[src/rtl/cdb_arbiter_pkg.sv]
// -----------------------------------------------------------------------------
// cdb_arbiter_pkg
// Shared constants for the common-data-bus writeback arbiter.
//   CDB_IDX_W    default ROB index width
//   CDB_DATA_W   default result value width
//   ROB_IDX_NONE ROB index meaning "no result"
//   CDB_SEL_W    width of requester ids / round-robin pointer (up to 4 requesters)
// -----------------------------------------------------------------------------
package cdb_arbiter_pkg;

  localparam int CDB_IDX_W    = 3;
  localparam int CDB_DATA_W   = 32;
  localparam int ROB_IDX_NONE = 0;
  localparam int CDB_SEL_W    = 2;

endpackage

[src/rtl/cdb_arbiter_queue.sv]
// -----------------------------------------------------------------------------
// result_queue
// Small FIFO holding tagged results for one execution unit.
//   clk, rst  clock, asynchronous active-high reset
//   clr       synchronous clear; overrides push and pop in the same cycle
//   push      write wdata (ignored when full)
//   pop       drop the head entry (ignored when empty)
//   wdata     entry to write
//   rdata     current head entry (combinational, valid when !empty)
//   count     occupancy 0..QDEPTH
//   full      count == QDEPTH
//   empty     count == 0
// -----------------------------------------------------------------------------
module result_queue #(
  parameter int WIDTH  = 35,
  parameter int QDEPTH = 2
) (
  input  logic                         clk,
  input  logic                         rst,
  input  logic                         clr,
  input  logic                         push,
  input  logic                         pop,
  input  logic [WIDTH-1:0]             wdata,
  output logic [WIDTH-1:0]             rdata,
  output logic [$clog2(QDEPTH+1)-1:0]  count,
  output logic                         full,
  output logic                         empty
);

  localparam int PTR_W = $clog2(QDEPTH);
  localparam int CNT_W = $clog2(QDEPTH+1);

  logic [WIDTH-1:0] mem_reg [QDEPTH];
  logic [PTR_W-1:0] wr_ptr_reg;
  logic [PTR_W-1:0] rd_ptr_reg;
  logic [CNT_W-1:0] count_reg;
  logic             push_ok;
  logic             pop_ok;

  assign full    = (count_reg == CNT_W'(QDEPTH));
  assign empty   = (count_reg == '0);
  assign count   = count_reg;
  assign rdata   = mem_reg[rd_ptr_reg];
  assign push_ok = push && !full && !clr;
  assign pop_ok  = pop && !empty && !clr;

  // Storage carries no reset; occupancy alone decides what is valid.
  always_ff @(posedge clk) begin
    if (push_ok) begin
      mem_reg[wr_ptr_reg] <= wdata;
    end
  end

  // Pointers wrap naturally because QDEPTH is a power of two.
  always_ff @(posedge clk or posedge rst) begin
    if (rst) begin
      wr_ptr_reg <= '0;
      rd_ptr_reg <= '0;
      count_reg  <= '0;
    end else if (clr) begin
      wr_ptr_reg <= '0;
      rd_ptr_reg <= '0;
      count_reg  <= '0;
    end else begin
      if (push_ok) begin
        wr_ptr_reg <= wr_ptr_reg + PTR_W'(1);
      end
      if (pop_ok) begin
        rd_ptr_reg <= rd_ptr_reg + PTR_W'(1);
      end
      if (push_ok && !pop_ok) begin
        count_reg <= count_reg + CNT_W'(1);
      end else if (pop_ok && !push_ok) begin
        count_reg <= count_reg - CNT_W'(1);
      end
    end
  end

endmodule

[src/rtl/cdb_arbiter.sv]
// -----------------------------------------------------------------------------
// cdb_arbiter
// Round-robin arbiter sharing the ROB result-writeback path between several
// execution units. Each unit pushes {ROB index, value} into its own queue;
// one head per cycle is registered onto the common data bus.
//   clk, rst   clock, asynchronous active-high reset
//   flush      synchronous clear of all queued results (redirect)
//   req_valid  per-requester result present
//   req_num    per-requester ROB index, slice [k*IDX_W +: IDX_W]; 0 = none
//   req_value  per-requester value, slice [k*DATA_W +: DATA_W]
//   req_ready  per-requester queue not full (0 while rst is high)
//   cdb_num    registered ROB index written back; 0 = bus idle
//   cdb_value  registered value for cdb_num
//   cdb_src    registered id of the winning requester; 0 when idle
// -----------------------------------------------------------------------------
module cdb_arbiter
  import cdb_arbiter_pkg::*;
#(
  parameter int NUM_REQ = 3,
  parameter int IDX_W   = CDB_IDX_W,
  parameter int DATA_W  = CDB_DATA_W,
  parameter int QDEPTH  = 2
) (
  input  logic                      clk,
  input  logic                      rst,
  input  logic                      flush,
  input  logic [NUM_REQ-1:0]        req_valid,
  input  logic [NUM_REQ*IDX_W-1:0]  req_num,
  input  logic [NUM_REQ*DATA_W-1:0] req_value,
  output logic [NUM_REQ-1:0]        req_ready,
  output logic [IDX_W-1:0]          cdb_num,
  output logic [DATA_W-1:0]         cdb_value,
  output logic [1:0]                cdb_src
);

  localparam int ENTRY_W = IDX_W + DATA_W;
  localparam int CNT_W   = $clog2(QDEPTH+1);
  localparam int SEL_W   = CDB_SEL_W;

  logic [NUM_REQ-1:0] q_push;
  logic [NUM_REQ-1:0] q_pop;
  logic [NUM_REQ-1:0] q_full;
  logic [NUM_REQ-1:0] q_empty;
  logic [ENTRY_W-1:0] q_head  [NUM_REQ];
  logic [CNT_W-1:0]   q_count [NUM_REQ];

  logic [SEL_W-1:0]   rr_ptr_reg;
  logic [SEL_W-1:0]   rr_ptr_next;
  logic               win_valid;
  logic [SEL_W-1:0]   win_id;
  logic [ENTRY_W-1:0] win_head;

  logic [IDX_W-1:0]   cdb_num_reg;
  logic [DATA_W-1:0]  cdb_value_reg;
  logic [SEL_W-1:0]   cdb_src_reg;

  genvar gi;
  generate
    for (gi = 0; gi < NUM_REQ; gi++) begin : g_req
      // Ready reflects occupancy only; a pop in this cycle does not free a slot early.
      assign req_ready[gi] = !rst && (q_count[gi] < CNT_W'(QDEPTH));

      // Index 0 is "no result" and is dropped; flush discards same-cycle pushes.
      assign q_push[gi] = req_valid[gi] && !q_full[gi] && !flush &&
                          (req_num[gi*IDX_W +: IDX_W] != IDX_W'(ROB_IDX_NONE));

      assign q_pop[gi] = win_valid && (win_id == SEL_W'(gi));

      result_queue #(
        .WIDTH  (ENTRY_W),
        .QDEPTH (QDEPTH)
      ) u_queue (
        .clk   (clk),
        .rst   (rst),
        .clr   (flush),
        .push  (q_push[gi]),
        .pop   (q_pop[gi]),
        .wdata ({req_num[gi*IDX_W +: IDX_W], req_value[gi*DATA_W +: DATA_W]}),
        .rdata (q_head[gi]),
        .count (q_count[gi]),
        .full  (q_full[gi]),
        .empty (q_empty[gi])
      );
    end
  endgenerate

  // First non-empty queue starting at rr_ptr, wrapping modulo NUM_REQ.
  always_comb begin
    int k;
    k         = 0;
    win_valid = 1'b0;
    win_id    = '0;
    win_head  = '0;
    for (int i = 0; i < NUM_REQ; i++) begin
      k = (int'(rr_ptr_reg) + i) % NUM_REQ;
      if (!win_valid && !q_empty[k]) begin
        win_valid = 1'b1;
        win_id    = SEL_W'(k);
        win_head  = q_head[k];
      end
    end
    rr_ptr_next = (win_id == SEL_W'(NUM_REQ-1)) ? '0 : win_id + SEL_W'(1);
  end

  always_ff @(posedge clk or posedge rst) begin
    if (rst) begin
      cdb_num_reg   <= '0;
      cdb_value_reg <= '0;
      cdb_src_reg   <= '0;
      rr_ptr_reg    <= '0;
    end else if (flush) begin
      cdb_num_reg   <= '0;
      cdb_value_reg <= '0;
      cdb_src_reg   <= '0;
      rr_ptr_reg    <= '0;
    end else if (win_valid) begin
      cdb_num_reg   <= win_head[DATA_W +: IDX_W];
      cdb_value_reg <= win_head[DATA_W-1:0];
      cdb_src_reg   <= win_id;
      rr_ptr_reg    <= rr_ptr_next;
    end else begin
      // Idle bus; the pointer keeps its position.
      cdb_num_reg   <= '0;
      cdb_value_reg <= '0;
      cdb_src_reg   <= '0;
    end
  end

  assign cdb_num   = cdb_num_reg;
  assign cdb_value = cdb_value_reg;
  assign cdb_src   = cdb_src_reg;

endmodule

[config.mk]
export PLATFORM = sky130hd
export DESIGN_NAME = cdb_arbiter
export DESIGN_NICKNAME = d
export VERILOG_FILES = /design/src/rtl/cdb_arbiter_pkg.sv /design/src/rtl/cdb_arbiter_queue.sv /design/src/rtl/cdb_arbiter.sv
export SDC_FILE = /design/constraint.sdc
export NUM_CORES = 1
export LEC_CHECK = 0
export BUFFER_PORTS_ARGS = -buffer_cell sky130_fd_sc_hd__buf_2
export CORE_AREA = 2 2 227 229
export DETAILED_ROUTE_END_ITERATION = 8
export DIE_AREA = 0 0 229 231
export PLACE_DENSITY_LB_ADDON = 0.1
export SYNTH_ARGS = -nofsm -noshare
export SYNTH_HDL_FRONTEND = slang
export SYNTH_SLANG_ARGS = --single-unit
[constraint.sdc]
create_clock -name clk -period 3.28 [get_ports clk]
set_clock_uncertainty 0.1 [all_clocks]
set_input_delay 0.328 -clock clk [delete_from_list [all_inputs] [get_ports clk]]
set_output_delay 0.328 -clock clk [all_outputs]
set_load 0.02 [all_outputs]
==> metrics.csv <==
stage;metric;value;unit
synthesis;syn_area;0.0125;sq mm
die;die_w;229;um
die;pin_count;151;
placement;placed_cells_incl_taps;1845;
routing;drtAntennaViolNets;0;
setup_path;crit_path_top_delay_cell;a211oi_1;
routing;vias;9455;
timing;hold_violations;0;
final_layout;drive_above_1_share;0.232;
timing;rsz0062_at_grt;no;
final_layout;multi_input_area;0.00459;sq mm
routing;drc;0;
setup_path;critPathMaxFanout;14;
routing;drtIter0Drc;710;
placement;hpwl;29100;um
global_route;antenna_found_initial;0;
final_layout;area_growth;29.8;%
synthesis;ys_seq_elements;261;
timing;worst_pin_slew;1020;ps
final_layout;final_area;0.0163;sq mm
setup_path;cp.arrival;3210;ps
timing;setup_tns;0;ps
routing;vias_per_cell;4.71;
timing;min_period_over_period;0.862;
timing;finalHoldWorstSlack;167;ps
placement;place_area;0.0142;sq mm
global_route;grt_pass1_wl;61400;um
die;die_y;231;um
synthesis;synth-seq-area-share;0.605;
setup_path;critPathKind;flop to flop;
final_layout;final_cells;2008;
global_route;grt_start_max_net_pins;58;
routing;dr_wl_met2;17000;um
clocking;cts_tree;yes;
pwr;leakagePower;0.00585;uW
routing;met3_length;1880;um
global_route;gr-total-overflow;0;
routing;top_layer_used;met4;
routing;drt_pass1_iterations;5;
routing;m1WireLength;22000;um
setup_path;cpPeakStageDelay;500;ps
placement;io_buffers;150;
setup_path;worstPathRequired;3670;ps
synthesis;syn_inst;1051;
global_route;grt_pass1_vias;8936;
timing;period_minus_slack;2830;ps
timing;drv_slew;0;
min_path;worst_hold_path_type;primary input to flop;
timing;maxSlewHeadroom;0.320;
synthesis;synth_flop_cell;edfxtp_1;
clocking;htreeDepth;1;
die;fp-row-count;83;
final_layout;fillerInstances;5209;
synthesis;ys_async_sr_fraction;0.195;
die;die_area;0.0529;sq mm
synthesis;ys_warn_count;0;
pwr;ir_drop;442;uV
clocking;cts_resized;0;
clocking;cts.sinks;261;
placement;place_congestion;0.799;
timing;max_freq;354;MHz
clocking;clockBufferDepth;3;
clocking;clk_pin_slew;60;ps
synthesis;synth_fp_nets;1165;
clocking;cts_root_buffer;clkbuf_16;
die;initial_core_util;0.247;
setup_path;cp-end-kind;flop;
synthesis;syn_area_per_cell;11.9;sq um
run_status;status;finished clean;
synthesis;ys_types;70;
die;coreArea;0.0507;sq mm
clocking;clk-insertion-delay-late;580;ps
pwr;power.density;858;mW/mm^2
routing;wl;41700;um
clocking;hold_buffers;106;
final_layout;postLayoutCoreUtil;0.321;
final_layout;fin_nets;1417;
setup_path;critPathLaunchType;flop;
clocking;cts_setup_buffers;0;
global_route;grtUsageTotal;0.155;
timing;setup_violations;0;
synthesis;synth_edf_count;210;
routing;routedWlPerCell;20.7;um
final_layout;seqCellArea;0.00758;sq mm
setup_path;crit_path_cell_trace;inv_1 > ha_2 > buf_4 > inv_2 > a211oi_1 > nor2_1 > o21a_1 > or4_1 > a21oi_1;
final_layout;largest_register_ffs;210;
job;cap_violations;0;
clocking;cts_buffers;30;
==> where the power goes <==
group	leakage, uW	switching [uW]	internal, uW
sequential	0.00261	279	3910
combinational	0.00277	3910	2500
clock	0.000473	1370	1980
==> cells by family (layout without fill, tap and decap cells) <==
family	Yosys count	after routing	share of synthesized area
buffers and inverters	94	369	0.0330
XOR/XNOR	3	3	0.00210
flip-flops	261	261	0.605
other	0	2	0
AO/OA/AOI/OAI	329	329	0.176
multiplexers	105	105	0.0874
AND/OR/NAND/NOR	256	256	0.0937
adder cells (fa/ha/maj)	3	3	0.00300
==> cells in the mapped netlist, types with 5 or more instances <==
cell type / n / area (sq um)
edfxtp_1: 210 / 6310
a32o_1: 7 / 70.1
a31oi_1: 5 / 31.3
inv_1: 8 / 30.0
a21oi_1: 40 / 200
buf_1: 10 / 37.5
o21a_1: 5 / 37.5
nor2b_1: 5 / 31.3
o22ai_1: 37 / 231
a2bb2oi_1: 5 / 43.8
buf_2: 27 / 135
a211oi_1: 34 / 255
nand2_1: 126 / 473
o21ai_1: 12 / 60.1
mux2i_1: 70 / 701
a221o_1: 27 / 270
o21ai_0: 107 / 536
a21o_1: 17 / 128
nand2b_1: 6 / 37.5
mux2_2: 35 / 394
nor3_1: 9 / 45.0
o211ai_1: 7 / 52.6
nor2_1: 80 / 300
clkbuf_1: 43 / 161
dfrtp_1: 51 / 1280
==> final timing paths <==
kind | start | depth (start not counted) | slack, ps | to
worst max register to register | rr_ptr_reg[1] | 9 | 450 | g_req[0].u_queue.rd_ptr_reg
max in group asynchronous | rst | 4 | 2170 | g_req[2].u_queue.rd_ptr_reg
worst min register to register | rr_ptr_reg[1] | 1 | 500 | rr_ptr_reg[1]
worst max-delay path | rr_ptr_reg[1] | 9 | 450 | g_req[0].u_queue.rd_ptr_reg
worst min-delay path | req_valid[1] | 5 | 170 | g_req[1].u_queue.wr_ptr_reg
min in group asynchronous | rst | 3 | 220 | cdb_value[19]
==> metal layers <==
| metal | vias to the layer above | GRT usage |
|---|---|---|
| li1 | 4488 | - |
| met1 | 4683 | 0.249 |
| met2 | 241 | 0.216 |
| met3 | 43 | 0.0198 |
| met4 | 0 | 0.0357 |
| met5 | - | 0 |
==> per-stage QoR <==
stage                     total power [uW]  setup slack [ps]
after floorplan                       8470              -206
after global placement               10600               510
after detailed placement             10600               512
after CTS                            14100               497
after global routing                 14800               238
final                                13900               453
==> critical path, delay by kind of cell (launching register included) <==
kind	cells	cell delay (ps)
buffers and inverters	3	420
adder cells (fa/ha/maj)	1	310
AO/OA/AOI/OAI	3	910
AND/OR/NAND/NOR	2	590
flip-flops	1	420
==> area by class of cell <==
type                    instances  area share
flip-flops and latches        261       0.466
multi-input cells             696       0.282
clock buffers                  42      0.0508
well taps                     680      0.0523
repair buffers                305       0.137
clock inverters                13     0.00908
inverters                       9     0.00208
diodes                          2    0.000308
==> cells in the final DEF (no fill, tap or decap), drive strengths merged, types with 6 or more instances in the layout <==
master	instances
clkinv	10
a32o	7
a21oi	41
o22ai	37
a221o	27
o211ai	7
mux2	35
edfxtp	210
nor2	81
nand2b	6
nor3	10
o21ai	119
a21o	17
dlygate4sd3	106
mux2i	70
inv	9
dfrtp	51
buf	199
a211oi	35
clkbuf	42
nand2	126
Power figures use the tool's default switching activity.
